--- src/rtl/sca_mon_pkg.sv ---
// Shared types and helpers for the switching-activity monitor.
// The optional per-channel peak tracking is selected by SCA_MON_PEAK_EN.
package sca_mon_pkg;

  typedef enum logic {
    IDLE = 1'b0,
    RUN  = 1'b1
  } mon_state_t;

  // Widest bus the popcount helper handles; narrower buses are zero-extended.
  localparam int unsigned POP_W = 256;

  function automatic int unsigned cnt_width(input int unsigned data_w,
                                            input int unsigned win_log2);
    return $clog2(data_w * (32'd1 << win_log2) + 1);
  endfunction

  function automatic int unsigned popcount(input logic [POP_W-1:0] v);
    int unsigned n;
    n = 0;
    for (int unsigned i = 0; i < POP_W; i++) begin
      n = n + {31'b0, v[i]};
    end
    return n;
  endfunction

endpackage

--- src/rtl/sca_mon_channel.sv ---
// One monitored channel: toggle accumulator, strike counter, sticky alert.
// Peak register is built only when SCA_MON_PEAK_EN is defined.
module sca_mon_channel
  import sca_mon_pkg::*;
#(
  parameter int unsigned DATA_W  = 32,
  parameter int unsigned CNT_W   = 12,
  parameter int unsigned PERSIST = 3
) (
  input  logic              clk,
  input  logic              rst,
  input  logic              run,
  input  logic              stop,
  input  logic              win_last,
  input  logic              clear,
  input  logic              valid,
  input  logic [DATA_W-1:0] data,
  input  logic [CNT_W-1:0]  thresh,
  output logic [CNT_W-1:0]  last_count,
  output logic              alert_ch,
  output logic [CNT_W-1:0]  peak_count
);

  localparam int unsigned STRIKE_W = $clog2(PERSIST + 1);

  logic [DATA_W-1:0]   prev;
  logic                primed;
  logic [CNT_W-1:0]    acc;
  logic [CNT_W-1:0]    acc_nxt;
  logic [CNT_W-1:0]    toggles;
  logic [CNT_W:0]      sum;
  logic [STRIKE_W-1:0] strike;
  logic [STRIKE_W-1:0] strike_nxt;

  // acc_nxt already includes a sample taken on the window's final cycle
  always_comb begin
    toggles = CNT_W'(popcount(POP_W'(data ^ prev)));
    sum     = {1'b0, acc} + {1'b0, toggles};
    acc_nxt = acc;
    if (run && valid && primed) begin
      acc_nxt = sum[CNT_W] ? '1 : sum[CNT_W-1:0];
    end
  end

  always_comb begin
    strike_nxt = '0;
    if (acc_nxt > thresh) begin
      strike_nxt = (strike == STRIKE_W'(PERSIST)) ? strike : strike + 1'b1;
    end
  end

  always_ff @(posedge clk) begin
    if (rst) begin
      prev       <= '0;
      primed     <= 1'b0;
      acc        <= '0;
      last_count <= '0;
      strike     <= '0;
      alert_ch   <= 1'b0;
    end else begin
      if (stop) begin
        acc    <= '0;
        primed <= 1'b0;
      end else begin
        if (run && valid) begin
          prev   <= data;
          primed <= 1'b1;
        end
        acc <= win_last ? '0 : acc_nxt;
        if (win_last) begin
          last_count <= acc_nxt;
        end
      end
      if (clear) begin
        strike   <= '0;
        alert_ch <= 1'b0;
      end else if (win_last) begin
        strike <= strike_nxt;
        if (strike_nxt == STRIKE_W'(PERSIST)) begin
          alert_ch <= 1'b1;
        end
      end
    end
  end

`ifdef SCA_MON_PEAK_EN
  logic [CNT_W-1:0] peak;

  always_ff @(posedge clk) begin
    if (rst || clear) begin
      peak <= '0;
    end else if (win_last && (acc_nxt > peak)) begin
      peak <= acc_nxt;
    end
  end

  assign peak_count = peak;
`else
  assign peak_count = '0;
`endif

endmodule

--- src/rtl/sca_activity_monitor.sv ---
// Passive switching-activity monitor: FSM, window counter and NUM_CH channels.
// Define SCA_MON_PEAK_EN to build per-channel peak registers.
module sca_activity_monitor
  import sca_mon_pkg::*;
#(
  parameter int unsigned NUM_CH   = 4,
  parameter int unsigned DATA_W   = 32,
  parameter int unsigned WIN_LOG2 = 6,
  parameter int unsigned PERSIST  = 3,
  localparam int unsigned CNT_W   = cnt_width(DATA_W, WIN_LOG2)
) (
  input  logic                     clk,
  input  logic                     rst,
  input  logic                     enable,
  input  logic                     clear,
  input  logic [NUM_CH-1:0]        mon_valid,
  input  logic [NUM_CH*DATA_W-1:0] mon_data,
  input  logic [CNT_W-1:0]         thresh,
  output logic                     window_done,
  output logic [NUM_CH*CNT_W-1:0]  last_count,
  output logic [NUM_CH-1:0]        alert_ch,
  output logic                     alert,
  output logic [NUM_CH*CNT_W-1:0]  peak_count
);

  mon_state_t state;
  mon_state_t state_nxt;
  logic [WIN_LOG2-1:0] win_cnt;
  logic run;
  logic stop;
  logic win_last;

  always_ff @(posedge clk) begin
    if (rst) begin
      state <= IDLE;
    end else begin
      state <= state_nxt;
    end
  end

  always_comb begin
    state_nxt = state;
    case (state)
      IDLE:    if (enable)  state_nxt = RUN;
      RUN:     if (!enable) state_nxt = IDLE;
      default: state_nxt = IDLE;
    endcase
  end

  // Dropping enable in RUN aborts the window, so a close never coincides with stop
  always_comb begin
    run      = (state == RUN) && enable;
    stop     = (state == RUN) && !enable;
    win_last = run && (win_cnt == '1);
  end

  always_ff @(posedge clk) begin
    if (rst || stop) begin
      win_cnt <= '0;
    end else if (run) begin
      win_cnt <= win_cnt + 1'b1;
    end
  end

  always_ff @(posedge clk) begin
    if (rst) begin
      window_done <= 1'b0;
    end else begin
      window_done <= win_last;
    end
  end

  for (genvar c = 0; c < NUM_CH; c++) begin : g_ch
    sca_mon_channel #(
      .DATA_W (DATA_W),
      .CNT_W  (CNT_W),
      .PERSIST(PERSIST)
    ) u_ch (
      .clk       (clk),
      .rst       (rst),
      .run       (run),
      .stop      (stop),
      .win_last  (win_last),
      .clear     (clear),
      .valid     (mon_valid[c]),
      .data      (mon_data[c*DATA_W +: DATA_W]),
      .thresh    (thresh),
      .last_count(last_count[c*CNT_W +: CNT_W]),
      .alert_ch  (alert_ch[c]),
      .peak_count(peak_count[c*CNT_W +: CNT_W])
    );
  end

  assign alert = |alert_ch;

endmodule
--- config.mk ---
export PLATFORM = sky130hd
export DESIGN_NAME = sca_activity_monitor
export DESIGN_NICKNAME = d
export VERILOG_FILES = /design/src/rtl/sca_mon_pkg.sv /design/src/rtl/sca_mon_channel.sv /design/src/rtl/sca_activity_monitor.sv
export SDC_FILE = /design/constraint.sdc
export NUM_CORES = 1
export LEC_CHECK = 0
export ABC_AREA = 1
export BUFFER_PORTS_ARGS = -buffer_cell sky130_fd_sc_hd__buf_2
export CAP_MARGIN = 20
export CORE_MARGIN = 10
export CORE_UTILIZATION = 60
export CTS_CLUSTER_SIZE = 25
export DETAILED_ROUTE_END_ITERATION = 8
export GPL_TIMING_DRIVEN = 0
export HOLD_SLACK_MARGIN = 0.03
export PLACE_DENSITY_LB_ADDON = 0.08
export SYNTH_ARGS = -nofsm -noshare
export SYNTH_HDL_FRONTEND = slang
export SYNTH_SLANG_ARGS = --single-unit
--- constraint.sdc ---
create_clock -name clk -period 11.6 [get_ports clk]
set_input_delay 0.58 -clock clk [delete_from_list [all_inputs] [get_ports clk]]
set_output_delay 0.58 -clock clk [all_outputs]
set_load 0.05 [all_outputs]
==> results of run 1 <==
==> worst max path at each step <==
| stage | startpoint | end | slack (ps) | cells past startpoint |
|---|---|---|---|---|
| 3_5_place_dp | mon_data[0] | g_ch[0].u_ch.strike[1] | 3170 | 30 |
| 2_1_floorplan | mon_data[0] | g_ch[0].u_ch.strike[1] | 4200 | 28 |
| 5_1_grt | g_ch[0].u_ch.prev[0] | g_ch[0].u_ch.strike[1] | 3120 | 29 |
| 3_3_place_gp | mon_data[0] | g_ch[0].u_ch.strike[1] | 3240 | 30 |
| 6_report | g_ch[0].u_ch.prev[0] | g_ch[0].u_ch.strike[1] | 3490 | 28 |
| 4_1_cts | g_ch[0].u_ch.prev[0] | g_ch[0].u_ch.strike[1] | 3520 | 29 |
==> registers in the layout (all words and copies together), names as in the netlist <==
signal and count:
g_ch.u_ch.primed 4, g_ch.u_ch.prev 128, g_ch.u_ch.last_count 48, g_ch.u_ch.strike 8
g_ch.u_ch.acc 48, win_cnt 6, state 1, g_ch.u_ch.alert_ch 4
window_done 1
==> logic make-up (layout without fill, tap and decap cells) <==
group | count (synthesis) | count (layout)
fa+ha+maj | 205 | 205
flops | 248 | 248
compound gates | 321 | 321
xor+xnor | 154 | 154
simple gates | 728 | 728
buf+inv | 377 | 626
mux | 2 | 2
other cells | 1 | 48
==> cells in the mapped netlist (36+ instances only) <==
library cell                 n  area [sq um]
sky130_fd_sc_hd__nand2_1   436          1640
sky130_fd_sc_hd__inv_1     256           961
sky130_fd_sc_hd__dfxtp_1   248          4960
sky130_fd_sc_hd__a21oi_1   172           861
sky130_fd_sc_hd__nor2_1    164           616
sky130_fd_sc_hd__ha_1      105          1310
sky130_fd_sc_hd__o21ai_0   104           521
sky130_fd_sc_hd__fa_1      100          2000
sky130_fd_sc_hd__xor2_1     83           727
sky130_fd_sc_hd__nand3_1    72           360
sky130_fd_sc_hd__xnor2_1    71           622
sky130_fd_sc_hd__buf_4      54           405
sky130_fd_sc_hd__clkbuf_1   36           135
==> power by group through the flow <==
stage,clock [uW],sequential [uW],combinational (uW)
final,924,872,3290
after global routing,969,873,3780
after CTS,939,872,3310
after detailed placement,0,890,3280
after global placement,0,890,3170
after floorplan,0,889,2640
==> area by class of cell <==
type	instances	area share (%)
timing repair buffer	201	5.42
sequential	248	26.7
tap	335	2.26
clock inverter	5	0.539
inverter	261	5.28
multi-input combinational	1458	51.5
buffer	116	3.62
clock buffer	43	4.62
==> worst register-to-register path: cells and delay by family (launching register included) <==
family / cells / cell delay, ps
compound gates: 1 / 160
xor+xnor: 1 / 160
fa+ha+maj: 11 / 5250
buf+inv: 3 / 370
flops: 1 / 330
simple gates: 12 / 1750
==> placed cells by master (no fill, tap or decap), drive strengths merged, types with 10 or more instances in the layout <==
cell type and instances:
a21oi 174, buf 281, clkbuf 79, conb 48, dfxtp 248, fa 100, ha 105, inv 260
nand2 443, nand3 73, nand4 27, nor2 170, o21ai 107, o22ai 10, xnor2 71, xor2 83
==> metal layers <==
metal | vias up | wire length, um | GRT usage (%) | share of wire [%]
li1 | 6899 | - | - | -
met1 | 6470 | 17100 | 29.3 | 42
met2 | 423 | 19600 | 40.1 | 48
met3 | 86 | 2990 | 5.08 | 7.3
met4 | 0 | 1220 | 7.25 | 3.0
met5 | - | 0 | 0 | 0
==> stage by stage <==
stage               area [sq um]  instances  hold slack, ps  setup slack (ps)
detailed placement         17600       2619             468              3170
global route               18600       2667             288              3120
finish                     18600       2667             290              3490
CTS                        18600       2667             277              3520
global placement           17600       2619             457              3240
floorplan                  16200       2083             447              4200
==> metrics.log, run 1 <==
INFO  metric drtPass1Iterations = 8
INFO  metric critical_path.n_buffers_inverters = 3
INFO  metric first_global_vias = 13.5k
INFO  metric critical_path.most_common_cell = sky130_fd_sc_hd__fa_1
INFO  metric ys_seq_area_share = 31.0%
INFO  metric cts.clk_slew.worst_paths = 60 ps
INFO  metric synth_enable_flop_cells = 0
INFO  metric swShare = 44.5%
INFO  metric hold-path-endpoint = g_ch[0].u_ch.prev[22]
INFO  metric top_level_ports = 250
INFO  metric final-setup-viol-count = 0
INFO  metric synth-seq-cells = 248
INFO  metric drive_gt1_share = 14.7%
INFO  metric synth.yosys.warnings = 0
INFO  metric antenna_cells_inserted = 0
INFO  metric worst_reg_to_reg_path_cell_count = 28
INFO  metric skew_pair_late_insertion_delay = 550 ps
INFO  metric floorplan.initialDensity = 61.3%
INFO  metric wire_length_of_the_first_global_routing_pass = 65600 um
INFO  metric dp_hpwl = 32400 um
INFO  metric tritoncts.num_buffers = 28
INFO  metric pwr-share-seq = 17.1%
INFO  metric clock_tree.buffer_depth = 3
INFO  metric tightestPinTransition = 753 ps
INFO  metric cts_tree = built
INFO  metric holdCritStartpoint = mon_data[22]
INFO  metric die_height = 183 um
INFO  metric htree_levels = 1
INFO  metric final.fill_count = 2186
INFO  metric route.detailed.vias_per_inst = 5.20
INFO  metric cts_hold_buf = 0
INFO  metric netlist-cell-type-count = 42
INFO  metric power.density_cell_area = 274 nW/um^2
INFO  metric worst_setup_path_start_kind = flop
INFO  metric antenna_found_initial = 0
INFO  metric grt_util_all_layers = 23.6%
INFO  metric route.detailed.wl_per_inst = 15.3 um
INFO  metric die_area = 33600 sq um
INFO  metric area_used_by_sequential_logic_in_the_layout = 4960 sq um
INFO  metric grt.overflow.total = 0
INFO  metric synth_top_family_by_area = adder cells
INFO  metric power.internal = 2820 uW
INFO  metric drv.max_cap_violation_count = 0
INFO  metric synth-compound-area-share = 10.6%
INFO  metric hold_depth = 3
INFO  metric remaining_drc_errors = 0
INFO  metric post-route-util = 71.1%
INFO  metric vdd_ir_drop_max = 0.211 mV
INFO  metric worst-endpoint-required = 12040 ps
INFO  metric combined_area_of_the_multi_input_logic_cells = 9570 sq um
INFO  metric final_power = 5090 uW
INFO  metric worstPathArrival = 8540 ps
INFO  metric timing.critical_path.to_type = flop
INFO  metric worst_r2r_endpoint = g_ch[0].u_ch.strike[1]
INFO  metric synth_simple_gate_area_share = 18.8%
INFO  metric core-area = 26100 sq um
INFO  metric worst-r2r-setup-slack = 3490 ps
INFO  metric leakage_power = 0.00931 uW
INFO  metric period_share = 69.9%
INFO  metric synth_adder_area_share = 20.7%
INFO  metric final.setup_skew = 12.7 ps
INFO  metric grt_setup_unrepaired = no
INFO  metric switching_power = 2260 uW
INFO  metric setup.worst_path.class = flop to flop
INFO  metric run_status = finished, final reports clean
INFO  metric drt-initial-drc-count = 779
INFO  metric path_delay_family = adder cells
INFO  metric final-hold-violation-count = 0
INFO  metric ys_dominant_reg_cell = sky130_fd_sc_hd__dfxtp_1
INFO  metric root_buffer = sky130_fd_sc_hd__clkbuf_16
INFO  metric yosys.area_share.xor_xnor = 8.42%
INFO  metric postSynth.asyncResetShare = 0%
INFO  metric achievable-frequency = 0.123 GHz
INFO  metric vias_post_dr = 13.9k
INFO  metric routabilityCongestion = 0.949
INFO  metric area_growth_syn_to_layout = 16.0%
INFO  metric grt_max_degree = 14
INFO  metric share_clk_of_total_power = 18.2%
INFO  metric synthesis.instances = 2036
INFO  metric clkSinkCount = 248
INFO  metric placementRows = 59
INFO  metric synth.mux.area_fraction = 0.125%
INFO  metric antenna_violating_nets_post_route = 0
INFO  metric worst-path-max-fanout = 10
INFO  metric count_of_pins_over_their_slew_limit = 0
INFO  metric ff_to_ff_start = g_ch[0].u_ch.prev[0]
INFO  metric share_comb_of_total_power = 64.7%
INFO  metric relSlewSlack = 49.8%
INFO  metric die_w = 183 um
INFO  metric cts.repair_timing.setup_buffer_count = 0
INFO  metric crit_slowest_cell = sky130_fd_sc_hd__fa_1
INFO  metric syn-mean-instance-area = 7.87 sq um
INFO  metric final_nets = 2667
INFO  metric fin_crit = 8110 ps
INFO  metric final.setup.tns = 0 ps
INFO  metric hold_path_class = input pin to flop
INFO  metric critical-path-max-stage-delay = 560 ps
INFO  metric post_cts_resized = 0
INFO  metric port_buffers = 201
INFO  metric synth_area = 16000 sq um
INFO  metric drt-total-wl = 40900 um
(Power assumes the default switching activity.)
==> run 2: changes to the inputs <==
Settings changed: CORE_UTILIZATION 60 to 53.
Clock period 11.6 ns to 6.6 ns, I/O delays scaled along.
==> metrics.log, run 2 (same netlist as run 1, synthesis figures left out) <==
INFO  metric number_of_flip_flops_in_the_largest_register = 128 (unchanged)
INFO  metric cts.clk_slew.worst_paths = 60 ps (about the same)
INFO  metric worst_case_setup_margin_in_the_final_layout = -450 ps (-3950 ps)
INFO  metric max_flop_register = g_ch.u_ch.prev
INFO  metric vdd_ir_drop_max = 0.468 mV (+120%)
INFO  metric power.density_cell_area = 519 nW/um^2 (+89%)
INFO  metric clkSinkCount = 248 (unchanged)
INFO  metric count_of_pins_over_their_slew_limit = 0 (unchanged)
INFO  metric remaining_drc_errors = 0 (unchanged)
INFO  metric final_nets = 2742 (+2.8%)
INFO  metric antenna_found_initial = 0 (unchanged)
INFO  metric cts_tree = built
INFO  metric worstSetupEndpoint = g_ch[2].u_ch.strike[1]
INFO  metric timing.critical_path.to_type = flop
INFO  metric mostFrequentLayoutCells = sky130_fd_sc_hd__nand2_1 (391), sky130_fd_sc_hd__inv_1 (236), sky130_fd_sc_hd__dfxtp_1 (235)
INFO  metric tightestPinTransition = 855 ps (+102 ps)
INFO  metric final.setup_skew = 17.3 ps (+4.57 ps)
INFO  metric grt.overflow.total = 0 (unchanged)
INFO  metric run_status = finished with violations
INFO  metric htree_levels = 1 (unchanged)
INFO  metric crit_slowest_cell = sky130_fd_sc_hd__fa_1
INFO  metric tritoncts.num_buffers = 29 (+3.6%)
INFO  metric core-area = 29700 sq um (+14%)
INFO  metric drive_gt1_share = 25.0% (+10 points)
INFO  metric critical_path.startpoint = g_ch[2].u_ch.prev[1]
INFO  metric dp_hpwl = 33300 um (+2.7%)
INFO  metric leakage_power = 0.0100 uW (+7.8%)
INFO  metric port_buffers = 201 (unchanged)
INFO  metric placementRows = 63 (+6.8%)
INFO  metric die_area = 37600 sq um (+12%)
INFO  metric hold_ws = 39.2 ps (-251 ps)
INFO  metric top_level_ports = 250 (unchanged)
INFO  metric worst_setup_path_start_kind = flop
INFO  metric hold_path_class = input pin to flop
INFO  metric vias_post_dr = 14.1k (+1.8%)
INFO  metric final-hold-violation-count = 0 (unchanged)
INFO  metric grt_setup_unrepaired = yes
INFO  metric critical_path.n_buffers_inverters = 6 (+3)
INFO  metric placement.setup.worst_slack = -737 ps (-3900 ps)
INFO  metric floorplan.initialDensity = 53.9% (-7.4 points)
INFO  metric critical_path.most_common_cell = sky130_fd_sc_hd__fa_1
INFO  metric cp.depth = 33 (+18%)
INFO  metric antenna_violating_nets_post_route = 0 (unchanged)
INFO  metric worst-path-max-fanout = 4 (-6)
INFO  metric worst-endpoint-required = 7050 ps (-4990 ps)
INFO  metric fin_crit = 7050 ps (-1050 ps)
INFO  metric root_buffer = sky130_fd_sc_hd__clkbuf_16
INFO  metric achievable-frequency = 0.142 GHz (+15%)
INFO  metric worst-r2r-setup-slack = -450 ps (-3950 ps)
INFO  metric route.detailed.vias_per_inst = 5.04 (-3.1%)
INFO  metric final.fill_count = 2496 (+14%)
INFO  metric critical-path-max-stage-delay = 560 ps (about the same)
INFO  metric routabilityCongestion = 0.894 (-5.8%)
INFO  metric skew_pair_late_insertion_delay = 560 ps (about the same)
INFO  metric setup.worst_path.class = flop to flop
INFO  metric drt-initial-drc-count = 891 (+14%)
INFO  metric first_global_vias = 14.3k (+5.4%)
INFO  metric worst_reg_to_reg_path_cell_count = 33 (+18%)
INFO  metric largestRegisters = g_ch.u_ch.prev: 128 flops, g_ch.u_ch.acc: 48 flops, g_ch.u_ch.last_count: 48 flops
INFO  metric final_power = 10600 uW (+110%)
INFO  metric die_height = 194 um (+5.7%)
INFO  metric antenna_cells_inserted = 0 (unchanged)
INFO  metric worst_r2r_endpoint = g_ch[2].u_ch.strike[1]
INFO  metric clock_tree.buffer_depth = 3 (unchanged)
INFO  metric drt-total-wl = 44900 um (+9.8%)
INFO  metric violations_in_the_final_reports = negative setup slack
INFO  metric relSlewSlack = 43.0% (-6.8 points)
INFO  metric area_growth_syn_to_layout = 28.0%
INFO  metric drv.max_cap_violation_count = 0 (unchanged)
INFO  metric grt_util_all_layers = 22.8% (-0.73 points)
INFO  metric drtPass1Iterations = 6 (-2)
INFO  metric area_used_by_sequential_logic_in_the_layout = 4980 sq um (+0.33%)
INFO  metric ff_to_ff_start = g_ch[2].u_ch.prev[1]
INFO  metric grt_max_degree = 15 (+1)
INFO  metric final.setup.tns = -3710 ps (-3710 ps)
INFO  metric mostFrequentLayoutCell = sky130_fd_sc_hd__nand2_1
INFO  metric period_share = 107% (+37 points)
INFO  metric combined_area_of_the_multi_input_logic_cells = 10700 sq um (+12%)
INFO  metric worstPathArrival = 7500 ps (-1040 ps)
INFO  metric route.detailed.wl_per_inst = 16.0 um (+4.5%)
INFO  metric die_w = 194 um (+5.7%)
INFO  metric final-setup-viol-count = 13 (+13)
INFO  metric wire_length_of_the_first_global_routing_pass = 72000 um (+9.7%)
INFO  metric path_delay_family = adder cells
==> run 2: cell types whose count changed in the layout (fill, tap and decap cells not counted), sizes merged <==
cell,delta
dlygate4sd3,+21
clkbuf,-2
bufinv,+1
clkinvlp,+1
clkinv,+5
inv,+1
buf,+53
==> run 2: area by class of cell <==
cell class,count,share of cell area (%)
clock inverters,13,0.836
clock buffers,41,4.25
multi-input cells,1458,52.1
inverters,261,4.78
repair buffers,275,8.07
plain buffers,116,3.31
well taps,390,2.38
flip-flops and latches,248,24.3
==> run 2: layer usage <==
metal  track usage, %  wire length [um]
met5                0                 0
met4             6.81              1310
met3             4.82              3010
met2             36.9             20700
met1             30.1             19900
==> run 2: worst min-delay path by stage <==
stage | startpoint | to | slack, ps | depth (start not counted)
after floorplan | g_ch[1].u_ch.primed | g_ch[1].u_ch.primed | 450 | 2
after global placement | win_cnt[2] | win_cnt[2] | 460 | 2
after detailed placement | g_ch[1].u_ch.primed | g_ch[1].u_ch.primed | 460 | 2
after CTS | mon_data[19] | g_ch[0].u_ch.prev[19] | 30 | 3
after global routing | mon_data[62] | g_ch[1].u_ch.prev[30] | 40 | 3
final | mon_data[121] | g_ch[3].u_ch.prev[25] | 40 | 3
==> run 2: timing repair <==
action,CTS,global route
pin swaps,72,66
setup buffers,42,13
setup endpoints to repair,12,14
gates resized for setup,141,81
hold endpoints to repair,21,0
hold buffers,21,0
==> run 2: power by group <==
group	total (uW)	switching, uW	leakage, uW	internal, uW
sequential	1530	14.6	0.00201	1520
combinational	7360	4090	0.00750	3270
clock	1740	668	0.000520	1070
==> run 2: stage by stage <==
| step | util, % | area (sq um) | instances |
|---|---|---|---|
| after global routing | 69.0 | 20500 | 2802 |
| after detailed placement | 59.9 | 17800 | 2674 |
| after CTS | 67.5 | 20100 | 2791 |
| after floorplan | - | 16300 | 2083 |
| after global placement | 59.9 | 17800 | 2674 |
| final | 69.0 | 20500 | 2802 |
==> run 2: worst min-delay path, cell delays in order <==
cell and delay [ps]:
sky130_fd_sc_hd__buf_2 110, sky130_fd_sc_hd__nand2_1 60, sky130_fd_sc_hd__a21oi_1 50
